===== src/rtl/pat_timing_pkg.sv =====
// rtl/pat_timing_pkg.sv - shared states, counter width and default timing for the pattern timing generator
package pat_timing_pkg;

  localparam int CNT_W        = 12;
  localparam int DEF_H_ACTIVE = 82;
  localparam int DEF_V_ACTIVE = 1080;

  typedef enum logic [2:0] {
    ST_IDLE,
    ST_VSYNC,
    ST_VBP,
    ST_ACTIVE,
    ST_VFP
  } state_t;

endpackage


===== src/rtl/pat_hv_counter.sv =====
// rtl/pat_hv_counter.sv - pixel counter with line wrap and per-region line counter
module pat_hv_counter
  import pat_timing_pkg::*;
#(
  parameter int H_TOTAL = 92
) (
  input  logic             clk,
  input  logic             rst_n,
  input  logic             run,
  input  logic [CNT_W-1:0] region_last,
  output logic [CNT_W-1:0] h_nxt,
  output logic             line_end,
  output logic             region_end
);

  localparam logic [CNT_W-1:0] H_LAST = CNT_W'(H_TOTAL - 1);

  logic [CNT_W-1:0] h_cnt;
  logic [CNT_W-1:0] v_cnt;
  logic [CNT_W-1:0] v_nxt;

  assign line_end   = (h_cnt == H_LAST);
  assign region_end = line_end && (v_cnt == region_last);

  // Both counters sit at zero while idle so a new frame always starts at pixel 0, line 0.
  always_comb begin
    h_nxt = '0;
    v_nxt = '0;
    if (run) begin
      h_nxt = line_end ? '0 : h_cnt + 1'b1;
      if (region_end) begin
        v_nxt = '0;
      end else if (line_end) begin
        v_nxt = v_cnt + 1'b1;
      end else begin
        v_nxt = v_cnt;
      end
    end
  end

  always_ff @(posedge clk) begin
    if (!rst_n) begin
      h_cnt <= '0;
      v_cnt <= '0;
    end else begin
      h_cnt <= h_nxt;
      v_cnt <= v_nxt;
    end
  end

endmodule


===== src/rtl/pat_timing_gen.sv =====
// rtl/pat_timing_gen.sv - triggered single-frame h_sync/v_sync/de generator for the pattern fetch stage
module pat_timing_gen
  import pat_timing_pkg::*;
#(
  parameter int H_SYNC   = 2,
  parameter int H_BP     = 3,
  parameter int H_ACTIVE = DEF_H_ACTIVE,
  parameter int H_FP     = 5,
  parameter int V_SYNC   = 2,
  parameter int V_BP     = 3,
  parameter int V_ACTIVE = DEF_V_ACTIVE,
  parameter int V_FP     = 2
) (
  input  logic clk,
  input  logic rst_n,
  input  logic frame_trig,
  output logic frame_busy,
  output logic frame_done,
  output logic trig_dropped,
  output logic h_sync,
  output logic v_sync,
  output logic de
);

  localparam int H_TOTAL = H_SYNC + H_BP + H_ACTIVE + H_FP;

  if (H_SYNC < 1 || H_SYNC > 4095 || H_BP < 1 || H_BP > 4095 ||
      H_ACTIVE < 1 || H_ACTIVE > 4095 || H_FP < 1 || H_FP > 4095 ||
      V_SYNC < 1 || V_SYNC > 4095 || V_BP < 1 || V_BP > 4095 ||
      V_ACTIVE < 1 || V_ACTIVE > 4095 || V_FP < 1 || V_FP > 4095 ||
      H_TOTAL > 4095) begin : g_param_check
    $error("pat_timing_gen: timing parameter out of range");
  end

  localparam logic [CNT_W-1:0] HS_END = CNT_W'(H_SYNC);
  localparam logic [CNT_W-1:0] DE_BEG = CNT_W'(H_SYNC + H_BP);
  localparam logic [CNT_W-1:0] DE_END = CNT_W'(H_SYNC + H_BP + H_ACTIVE);

  state_t           state;
  state_t           state_nxt;
  logic [CNT_W-1:0] region_last;
  logic [CNT_W-1:0] h_nxt;
  logic             line_end;
  logic             region_end;

  pat_hv_counter #(
    .H_TOTAL(H_TOTAL)
  ) u_hv_counter (
    .clk        (clk),
    .rst_n      (rst_n),
    .run        (state != ST_IDLE),
    .region_last(region_last),
    .h_nxt      (h_nxt),
    .line_end   (line_end),
    .region_end (region_end)
  );

  always_comb begin
    region_last = CNT_W'(V_FP - 1);
    case (state)
      ST_VSYNC:  region_last = CNT_W'(V_SYNC - 1);
      ST_VBP:    region_last = CNT_W'(V_BP - 1);
      ST_ACTIVE: region_last = CNT_W'(V_ACTIVE - 1);
      default:   region_last = CNT_W'(V_FP - 1);
    endcase
  end

  always_comb begin
    state_nxt = state;
    case (state)
      ST_IDLE:   if (frame_trig) state_nxt = ST_VSYNC;
      ST_VSYNC:  if (region_end) state_nxt = ST_VBP;
      ST_VBP:    if (region_end) state_nxt = ST_ACTIVE;
      ST_ACTIVE: if (region_end) state_nxt = ST_VFP;
      ST_VFP:    if (region_end) state_nxt = ST_IDLE;
      default:   state_nxt = ST_IDLE;
    endcase
  end

  always_ff @(posedge clk) begin
    if (!rst_n) begin
      state <= ST_IDLE;
    end else begin
      state <= state_nxt;
    end
  end

  // Outputs are decoded from the next state and next pixel so they line up with the counters.
  always_ff @(posedge clk) begin
    if (!rst_n) begin
      frame_busy   <= 1'b0;
      frame_done   <= 1'b0;
      trig_dropped <= 1'b0;
      h_sync       <= 1'b0;
      v_sync       <= 1'b0;
      de           <= 1'b0;
    end else begin
      frame_busy   <= (state_nxt != ST_IDLE);
      frame_done   <= (state == ST_VFP) && region_end;
      trig_dropped <= (state != ST_IDLE) && frame_trig;
      v_sync       <= (state_nxt == ST_VSYNC);
      h_sync       <= (state_nxt == ST_ACTIVE) && (h_nxt < HS_END);
      de           <= (state_nxt == ST_ACTIVE) && (h_nxt >= DE_BEG) && (h_nxt < DE_END);
    end
  end

endmodule


===== config.mk =====
export PLATFORM = sky130hd
export DESIGN_NAME = pat_timing_gen
export DESIGN_NICKNAME = d
export VERILOG_FILES = /design/src/rtl/pat_timing_pkg.sv /design/src/rtl/pat_hv_counter.sv /design/src/rtl/pat_timing_gen.sv
export SDC_FILE = /design/constraint.sdc
export NUM_CORES = 1
export LEC_CHECK = 0
export CAP_MARGIN = 20
export CORE_MARGIN = 2
export CORE_UTILIZATION = 45
export DETAILED_ROUTE_END_ITERATION = 12
export HOLD_SLACK_MARGIN = 0.03
export PLACE_DENSITY = 0.65
export SLEW_MARGIN = 40
export SYNTH_ARGS = -nofsm -noshare
export SYNTH_HDL_FRONTEND = slang
export SYNTH_SLANG_ARGS = --single-unit

===== constraint.sdc =====
create_clock -name clk -period 2.15 [get_ports clk]
set_input_delay 0.43 -clock clk [delete_from_list [all_inputs] [get_ports clk]]
set_output_delay 0.43 -clock clk [all_outputs]
set_load 0.01 [all_outputs]

### Word-level counts from Yosys, hierarchy flattened

Cells that the tools add are included.

| cells by class | value |
|---|---|
| equal/unequal tests | 8 |
| magnitude comparators | 3 |
| bitwise gates (word level) | 2 |
| add/sub/neg operators | 2 |
| mux-type cells | 9 |
| reduce and logical (&&, ||, !) cells | 10 |

Operator list:

| operator | number |
|---|---|
| 12-bit by 1-bit adder with 12-bit output (second input constant) | 2 |
| 12-bit 2-to-1 mux | 2 |
| 11-bit case mux with 2 select lines | 1 |
| 3-bit 2-to-1 mux | 5 |
| 3-bit case mux with 5 select lines | 1 |
| 12-bit by 11-bit == test with 1-bit output | 1 |
| 12-bit by 7-bit == test with 1-bit output (second input constant) | 1 |
| 12-bit by 3-bit >= comparator with 1-bit output (second input constant) | 1 |
| 12-bit by 2-bit less-than comparator with 1-bit output (second input constant) | 1 |
| 12-bit by 7-bit less-than comparator with 1-bit output (second input constant) | 1 |
| 3-bit by 2-bit == test with 1-bit output (second input constant) | 3 |
| 3-bit by 1-bit == test with 1-bit output (second input constant) | 2 |
| 1-bit logical AND | 6 |
| 3-bit nonzero test | 2 |
| 3-bit == test (second input constant) | 1 |
| 3-bit zero test | 1 |
| 3-bit OR reduction | 1 |
| 1-bit NOT | 2 |

| storage, ports and cells | value |
|---|---|
| bits in registers | 33 |
| input bits | 3 |

### Depth between registers and ports, before layout

Gate-level depths: netlist (run 1).

| depth | value |
|---|---|
| depth after elaboration | 9 |
| mapped depth | 8 |
| depth with buffers taken out | 6 |

### By module

Synthesis (run 1) repeated with hierarchy kept, for this count alone.

| second synthesis, totals | value |
|---|---|
| cells, all modules | 197 |
| area total of the unflattened synthesis | 1786.7 um2 |

By module, submodules not included:

| module | area an instance (um2) | cells each | instances |
|---|---|---|---|
| pat_hv_counter | 1336.3 | 151 | 1 |
| pat_timing_gen | 450.4 | 46 | 1 |

### Least setup slack after synthesis (run 1)

Ideal clock, no wire load.

| timing path | value |
|---|---|
| path type | flip-flop to flip-flop |
| start point | register u_hv_counter.v_cnt[4] |
| end point | register de |
| cell stages (with the launch flop) | 7 |
| buffers on the path | 1 |
| slack | 0.209 ns |
| library setup time | 0.096 ns |
| data arrival time | 1.845 ns |
| cell sequence | dfxtp_1 buf_2 or3_1 nor4_1 o211a_4 mux2i_1 nor4b_1 |

| on the way | value |
|---|---|
| longest elaborated chain between the ends | 7 |
| elaborated cells on any way between the ends | 10 |
| classes of those cells | eq/ne: 2; mux: 5; reduce/logical: 3 |

Ends and longest elaborated chain:

| element | line | source |
|---|---|---|
| start, declared | pat_hv_counter.sv:19 | `logic [CNT_W-1:0] v_cnt;` |
| start signal, assigned | pat_hv_counter.sv:47 | `v_cnt <= v_nxt;` |
| 12-bit by 11-bit == test with 1-bit output * | pat_hv_counter.sv:23 | `assign region_end = line_end && (v_cnt == region_last);` |
| 1-bit logical AND * | pat_hv_counter.sv:23 |  |
| 3-bit 2-to-1 mux (on tied branches) | -- |  |
| 3-bit case mux with 5 select lines * | pat_timing_gen.sv:70 | `case (state)` |
| 3-bit by 2-bit == test with 1-bit output * | pat_timing_gen.sv:103 | `de <= (state_nxt == ST_ACTIVE) && (h_nxt >= DE_BEG) && (h_nxt < DE_END);` |
| 1-bit logical AND * (2 in series) | pat_timing_gen.sv:103 |  |
| end signal, assigned | pat_timing_gen.sv:103 |  |
| end, declared | pat_timing_gen.sv:22 | `output logic de` |

Every way passes the cells marked *; elsewhere a longest branch is shown, timed or not.
A chain may end at the register's enable or synchronous reset.

### Worst setup path after layout (run 1)

| timing path | value |
|---|---|
| start point | register u_hv_counter.h_cnt[1] |
| end point | register h_sync |

| on the way | value |
|---|---|
| longest elaborated chain between the ends | 6 |
| elaborated cells on any way between the ends | 13 |
| classes of those cells | add/sub: 1; order compare: 1; eq/ne: 2; mux: 7; reduce/logical: 2 |

Ends and longest elaborated chain:

| element | line | source |
|---|---|---|
| start, declared | pat_hv_counter.sv:18 | `logic [CNT_W-1:0] h_cnt;` |
| start signal, assigned | pat_hv_counter.sv:46 | `h_cnt <= h_nxt;` |
| parallel branches: the longest is 5 deep, another holds 12-bit by 1-bit adder with 12-bit output | -- |  |
| 1-bit logical AND * | pat_timing_gen.sv:102 | `h_sync <= (state_nxt == ST_ACTIVE) && (h_nxt < HS_END);` |
| end signal, assigned | pat_timing_gen.sv:102 |  |
| end, declared | pat_timing_gen.sv:20 | `output logic h_sync,` |

Every way passes the cells marked *.

==> qor.yml, run 1 <==
status:
  status: "finished clean"
setup_path:
  crit_path_end_kind: "flop"
  r2r-end: "h_sync$_SDFF_PN0_"
  critical_path_class: "flop to flop"
  critPathLaunchType: "flop"
  worstPathArrival_ns: 2.18
  rr_startpoint: "u_hv_counter.h_cnt[1]$_SDFF_PN0_"
  slowest_delay_ns: 0.43
  cp_cell_sequence: "ha_1 -> nand3_2 -> buf_4 -> or3_1 -> o2111ai_1 -> a211oi_1 -> o311a_1"
  cp_max_fo: 8
  cp_slowest_cell: "dfxtp_1"
  r2r_slack_ns: 0.15
  worst-r2r-cell-count: 7
  critPathRequiredTime_ns: 2.33
power_and_ir_drop:
  comb_power_share_pct: 5.2
  p_clk_share_pct: 41.2
  leakage_nw: 0.759
  pwr_density_cell_mw_per_mm2: 536
  switching_share_pct: 25.0
  p_seq_share_pct: 53.5
  p_int_mw: 0.869
  ir_drop_mv: 0.307
  p_sw_mw: 0.289
cts:
  postCtsHoldBufs: 0
  cts_sinks: 33
  clockBufferDepth: 2
  insertion_delay_ns: 0.29
  cts-root-buf: "clkbuf_8"
  cts_max_level: 2
  postCtsSetupRepairBufs: 0
  cts_buffers: 5
  tritoncts: "built"
  clk_pin_slew_ns: 0.07
  cts_resized: 0
cells_and_area:
  fill_cells: 366
  final_core_util_pct: 54.4
  final-seq-area_um2: 661
  area_delta_synth_final_pct: 16.6
  nets: 242
  drive_above_1_share_pct: 15.1
  n_antenna_cell: 0
  multi_input_area_mm2: 0.00111
  post-route-cell-area_mm2: 0.00216
placement:
  port_buffers: 8
  placed_cell_area_mm2: 0.00207
  place_hpwl_um: 2930
  gp_congestion: 0.852
sta:
  slew_headroom_pct: 72.4
  hold_viol_final: 0
  setup_tns_ns: 0
  min_period_over_period_pct: 92.8
  rsz0062_at_grt: "false"
  fin_crit_ns: 2.00
  whs_ns: 0.542
  finalSetupViolCount: 0
  worst_pin_slew_ns: 0.403
  fin_worst_skew_ns: 0.00328
  max_freq_mhz: 501
  final_max_slew_viol_count: 0
die:
  fp.dieH_um: 68.2
  num_rows: 23
  initial_core_util_pct: 46.6
  ios: 9
  dieArea_mm2: 0.00464
  dieWidth_um: 68.2
  coreArea_mm2: 0.00397
routing:
  drtIter0Drc: 125
  vias_per_cell: 5.61
  final_antenna_net_count: 0
  drt_wl_total_um: 4100
  dr.pass1.iters: 4
  wl_per_cell_um: 14.2
  num_vias: 1615
  drcViolationCount: 0
run:
  drv_cap: 0
logic_synthesis:
  synth_cell_types: 48
  synth_seq_area_share_pct: 35.7
  async_flop_share_pct: 0
  ys_seq_elements: 33
  synth_top_area_share_pct: 35.7
  netlist_area_mm2: 0.00185
  synth_nets: 221
  synth_area_leaders: "dfxtp_1 (36%), nor2_1 (5.7%), xnor2_1 (5.2%), xor2_1 (4.7%), nand4_1 (3.4%)"
  yosys_warnings: 0
  postSynthCellCount: 216
  synth_area_per_cell_um2: 8.57
  synth_edf_count: 0
  synth_flop_cell: "dfxtp_1"
  synth_area_leader_cell: "dfxtp_1"
grt:
  grt_use_met1_pct: 26.6
  busiest_layer: "met2"
  grt_pass1_vias: 1392
  use_met2_pct: 29.0
  grt_pass1_wl_um: 6610
  grt_use_total_pct: 19.6
  antenna_found_initial: 0
  grt_max_degree: 13
  grt_overflow: 0
  use_met3_pct: 4.28
hold_path:
  worstHoldPathCells: 2
  min_path_type: "flop to flop"
  hp-start: "u_hv_counter.v_cnt[3]$_SDFFE_PP0P_"
  whs_endpoint: "u_hv_counter.v_cnt[3]$_SDFFE_PP0P_"
-- area by class of cell --
class	instances	share of cell area, %
Inverter	6	1.04
Tap cell	50	2.90
Clock buffer	5	3.19
Clock inverter	3	0.811
Timing Repair Buffer	26	9.97
Sequential cell	33	30.6
Multi-Input combinational cell	165	51.5
-- placed cells by master (no fill, tap or decap), types with 6 or more instances in the layout --
master / Yosys / routed
a21oi_1: 6 / 6
nor2_1: 28 / 28
clkdlybuf4s50_1: 0 / 8
nand2_1: 11 / 11
inv_1: 6 / 6
xnor2_1: 11 / 11
nor4_1: 7 / 7
buf_4: 0 / 18
dfxtp_1: 33 / 33
nand4_1: 10 / 10
xor2_1: 10 / 10
nand3_1: 7 / 7
nor3_1: 6 / 6
-- per-layer routing --
metal / vias to the layer above / routed length, µm
li1: 826 / -
met2: 32 / 1900
met4: 0 / 77
met3: 8 / 157
met5: - / 0
met1: 749 / 1960
-- power groups by stage --
stage          clock network (mW)  logic (mW)  registers, mW
2_1_floorplan                   0      0.0347          0.636
5_1_grt                     0.508      0.0665          0.620
3_3_place_gp                    0      0.0603          0.634
3_5_place_dp                    0      0.0611          0.634
4_1_cts                     0.481      0.0612          0.620
6_report                    0.478      0.0606          0.620
-- cells by family (layout without fill, tap and decap cells) --
| family | count (synthesis) | after routing | share of synthesized area, % |
|---|---|---|---|
| compound gates | 28 | 28 | 12.3 |
| xor+xnor | 21 | 21 | 9.93 |
| fa+ha+maj | 2 | 2 | 1.35 |
| buf+inv | 18 | 40 | 4.59 |
| flops | 33 | 33 | 35.7 |
| mux | 2 | 2 | 1.08 |
| simple gates | 112 | 112 | 35.1 |
-- synthesized netlist by cell type (3+ instances only) --
cell        n
and4_1      5
nor2_1     28
a211oi_1    3
o21a_1      3
buf_2       8
xnor2_1    11
nand2_1    11
nand3_1     7
xor2_1     10
nor3_1      6
dfxtp_1    33
nand4_1    10
nor4_1      7
and2_1      5
or3_1       4
nor2b_1     5
a21oi_1     6
inv_1       6
o2111ai_1   3
and3_1      5
o21ai_0     3
nor4b_1     4
-- worst max-delay path: cells and delay by family, from the launching register on --
kind | cells | cell delay [ns]
AO/OA/AOI/OAI | 3 | 0.51
adder cells (fa/ha/maj) | 1 | 0.27
buffers and inverters | 1 | 0.19
flip-flops | 1 | 0.43
AND/OR/NAND/NOR | 2 | 0.49
-- registers in the layout (all words and copies together), names as in the netlist --
register	cells
de	1
frame_busy	1
frame_done	1
h_sync	1
state	3
trig_dropped	1
u_hv_counter.h_cnt	12
u_hv_counter.v_cnt	12
v_sync	1
-- per-stage QoR --
stage | worst slack (ns) | total power, mW | instances
3_3_place_gp | 0.146 | 0.694 | 280
4_1_cts | 0.0645 | 1.16 | 288
3_5_place_dp | 0.0913 | 0.695 | 280
2_1_floorplan | 0.209 | 0.671 | 216
5_1_grt | 0.0167 | 1.20 | 288
6_report | 0.155 | 1.16 | 288
-- how the worst max path moves through the flow --
stage,slack (ns),start,cells after the start,end
after CTS,0.06,u_hv_counter.v_cnt[3]$_SDFFE_PP0P_,5,de$_SDFF_PN0_
after global placement,0.15,u_hv_counter.v_cnt[3]$_SDFFE_PP0P_,5,de$_SDFF_PN0_
after detailed placement,0.09,u_hv_counter.v_cnt[3]$_SDFFE_PP0P_,5,de$_SDFF_PN0_
after floorplan,0.21,u_hv_counter.v_cnt[4]$_SDFFE_PP0P_,6,de$_SDFF_PN0_
final,0.15,u_hv_counter.h_cnt[1]$_SDFF_PN0_,7,h_sync$_SDFF_PN0_
after global routing,0.02,u_hv_counter.v_cnt[2]$_SDFFE_PP0P_,5,de$_SDFF_PN0_
Note: power is estimated with default switching activity, not from simulation.
==> inputs of run 2 (changes only) <==
GPL_TIMING_DRIVEN = 0   (was default)
==> run 2 against run 1 <==
- die area is the same
- sequential share of layout area shrank 0.62 points
- flip-flop and latch count is the same
- count of clock-buffer cells in the layout grew 2
- power grew 11%
- sequential power is essentially flat
- global-route usage shrank 0.86 points
- clock skew grew 0.0044 ns
- core utilization grew 1.2 points
- critical path type unchanged
- largest power group unchanged
==> qor.yml, run 2 (synthesis results as in run 1) <==
sta:
  finalSetupViolCount: 0  # unchanged
  rsz0062_at_grt: "false"
  min_period_over_period_pct: 93.6  # +0.79 points
  fin_crit_ns: 2.01  # +0.0169 ns
  fin_worst_skew_ns: 0.00771  # +0.00444 ns
  whs_ns: 0.537  # -0.00451 ns
  max_freq_mhz: 497  # -0.84%
  worst_pin_slew_ns: 0.390  # -0.0131 ns
  setup_ws_ns: 0.138  # -0.0169 ns
  final_max_slew_viol_count: 0  # unchanged
  hold_viol_final: 0  # unchanged
  slew_headroom_pct: 73.3  # +0.89 points
grt:
  grt_pass1_vias: 1505  # +8.1%
  grt_max_degree: 11  # -2
  antenna_found_initial: 0  # unchanged
  grt_use_total_pct: 18.8  # -0.86 points
  grt_pass1_wl_um: 6550  # -0.94%
  grt_overflow: 0  # unchanged
die:
  ios: 9  # unchanged
  coreArea_mm2: 0.00397  # unchanged
  dieArea_mm2: 0.00464  # unchanged
  initial_core_util_pct: 46.6  # unchanged
  fp.dieH_um: 68.2  # unchanged
  num_rows: 23  # unchanged
  dieWidth_um: 68.2  # unchanged
status:
  status: "finished clean"
placement:
  dp_slack_ns: -0.0793  # -0.171 ns
  gp_congestion: 0.826  # -3.1%
  place_hpwl_um: 2690  # -7.9%
  port_buffers: 8  # unchanged
  dp.cells: 274  # -2.1%
routing:
  final_antenna_net_count: 0  # unchanged
  vias_per_cell: 5.53  # -1.4%
  dr.pass1.iters: 4  # unchanged
  wl_per_cell_um: 13.6  # -4.7%
  drcViolationCount: 0  # unchanged
  drtIter0Drc: 104  # -17%
  num_vias: 1571  # -2.7%
  drt_wl_total_um: 3850  # -6.1%
power_and_ir_drop:
  p_sw_mw: 0.261  # -9.6%
  ir_drop_mv: 0.221  # -28%
  leakage_nw: 0.753  # -0.82%
  switching_share_pct: 20.4  # -4.6 points
  p_seq_share_pct: 48.5  # -5.0 points
  p_int_mw: 1.02  # +18%
  pwr_density_cell_mw_per_mm2: 581  # +8.3%
  comb_power_share_pct: 4.5  # -0.7 points
  p_clk_share_pct: 47.1  # +5.9 points
setup_path:
  critical_path_class: "flop to flop"
  critPathLaunchType: "flop"
  critPathLaunch: "u_hv_counter.v_cnt[4]$_SDFFE_PP0P_"
  worst-r2r-cell-count: 6  # -1
  endpoint: "de$_SDFF_PN0_"
  rr_startpoint: "u_hv_counter.v_cnt[4]$_SDFFE_PP0P_"
  r2r_slack_ns: 0.14  # -0.02 ns
  worstPathArrival_ns: 2.20  # +0.02 ns
  cp_max_fo: 7  # -1
  crit_path_end_kind: "flop"
  r2r-end: "de$_SDFF_PN0_"
  critPathRequiredTime_ns: 2.34  # about the same
cells_and_area:
  drive_above_1_share_pct: 15.4  # +0.26 points
  fill_cells: 363  # -0.82%
  final-seq-area_um2: 662  # +0.19%
  final_common_cell: "dfxtp_1"
  nets: 238  # -1.7%
  n_antenna_cell: 0  # unchanged
  area_delta_synth_final_pct: 19.3
  largestRegisters: "u_hv_counter.h_cnt (12), u_hv_counter.v_cnt (12), state (3)"
  multi_input_area_mm2: 0.00118  # +6.2%
  layout_common_cells: "dfxtp_1 (32), nor2_1 (28), xnor2_1 (11), nand2_1 (11)"
  finalNonFillerCells: 284  # -1.4%
hold_path:
  min_path_type: "flop to flop"
cts:
  cts_max_level: 2  # unchanged
  tritoncts: "built"
  clockBufferDepth: 2  # unchanged
  cts_sinks: 33  # unchanged
  cts-root-buf: "clkbuf_8"
  insertion_delay_ns: 0.28  # about the same
  cts_buffers: 5  # unchanged
  clk_pin_slew_ns: 0.07  # about the same
run:
  drv_cap: 0  # unchanged
-- run 2: how the worst min path moves through the flow --
stage / startpoint / depth (start not counted) / slack [ns] / to
final: u_hv_counter.v_cnt[11]$_SDFFE_PP0P_ / 2 / 0.54 / u_hv_counter.v_cnt[11]$_SDFFE_PP0P_
after floorplan: u_hv_counter.v_cnt[11]$_SDFFE_PP0P_ / 2 / 0.48 / u_hv_counter.v_cnt[11]$_SDFFE_PP0P_
after detailed placement: u_hv_counter.v_cnt[11]$_SDFFE_PP0P_ / 2 / 0.51 / u_hv_counter.v_cnt[11]$_SDFFE_PP0P_
after global routing: u_hv_counter.v_cnt[11]$_SDFFE_PP0P_ / 2 / 0.59 / u_hv_counter.v_cnt[11]$_SDFFE_PP0P_
after global placement: u_hv_counter.v_cnt[11]$_SDFFE_PP0P_ / 2 / 0.51 / u_hv_counter.v_cnt[11]$_SDFFE_PP0P_
after CTS: u_hv_counter.v_cnt[11]$_SDFFE_PP0P_ / 2 / 0.54 / u_hv_counter.v_cnt[11]$_SDFFE_PP0P_
-- run 2: final cells by class --
type | count | share of cell area [%]
inverters | 6 | 1.02
repair buffers | 10 | 4.31
well taps | 50 | 2.83
clock inverters | 1 | 1.36
flip-flops and latches | 33 | 30.0
multi-input cells | 165 | 53.5
clock buffers | 7 | 3.91
plain buffers | 12 | 3.12
-- run 2: through the flow --
step / power (mW) / utilization (%) / area, µm² / setup TNS [ns]
3_3_place_gp: 0.692 / 50.2 / 1990 / -0.148
2_1_floorplan: 0.671 / - / 1850 / 0
5_1_grt: 1.33 / 55.6 / 2210 / 0
3_5_place_dp: 0.692 / 50.2 / 1990 / -0.0816
6_report: 1.28 / 55.6 / 2210 / 0
4_1_cts: 1.30 / 53.5 / 2120 / 0
-- run 2: timing repair --
item                       in CTS  in global routing
hold buffers                    0                  0
gates resized for setup         4                 14
buffers inserted                0                  2
pin swaps                       0                  1
setup endpoints to repair       6                 18
-- run 2: critical path, stage by stage, from the launching register on --
cell and delay, ns:
dfxtp_1 0.30, buf_2 0.15, or3_1 0.44, o32ai_4 0.34, o211a_4 0.22, mux2i_1 0.24
nor4b_4 0.23
-- run 2: routing by layer --
layer	vias up	global-route usage [%]	part of all wire (%)
met5	-	0	0
met1	722	23.8	50
li1	827	-	-
met3	5	3.45	2.3
met2	17	31.3	47
met4	0	7.50	1.5
-- run 2: power by group through the flow --
stage                     sequential, mW  combinational (mW)  clock (mW)
final                              0.622              0.0572       0.604
after global routing               0.623              0.0638       0.645
after CTS                          0.621              0.0577       0.625
after detailed placement           0.635              0.0574           0
after global placement             0.635              0.0569           0
after floorplan                    0.636              0.0347           0
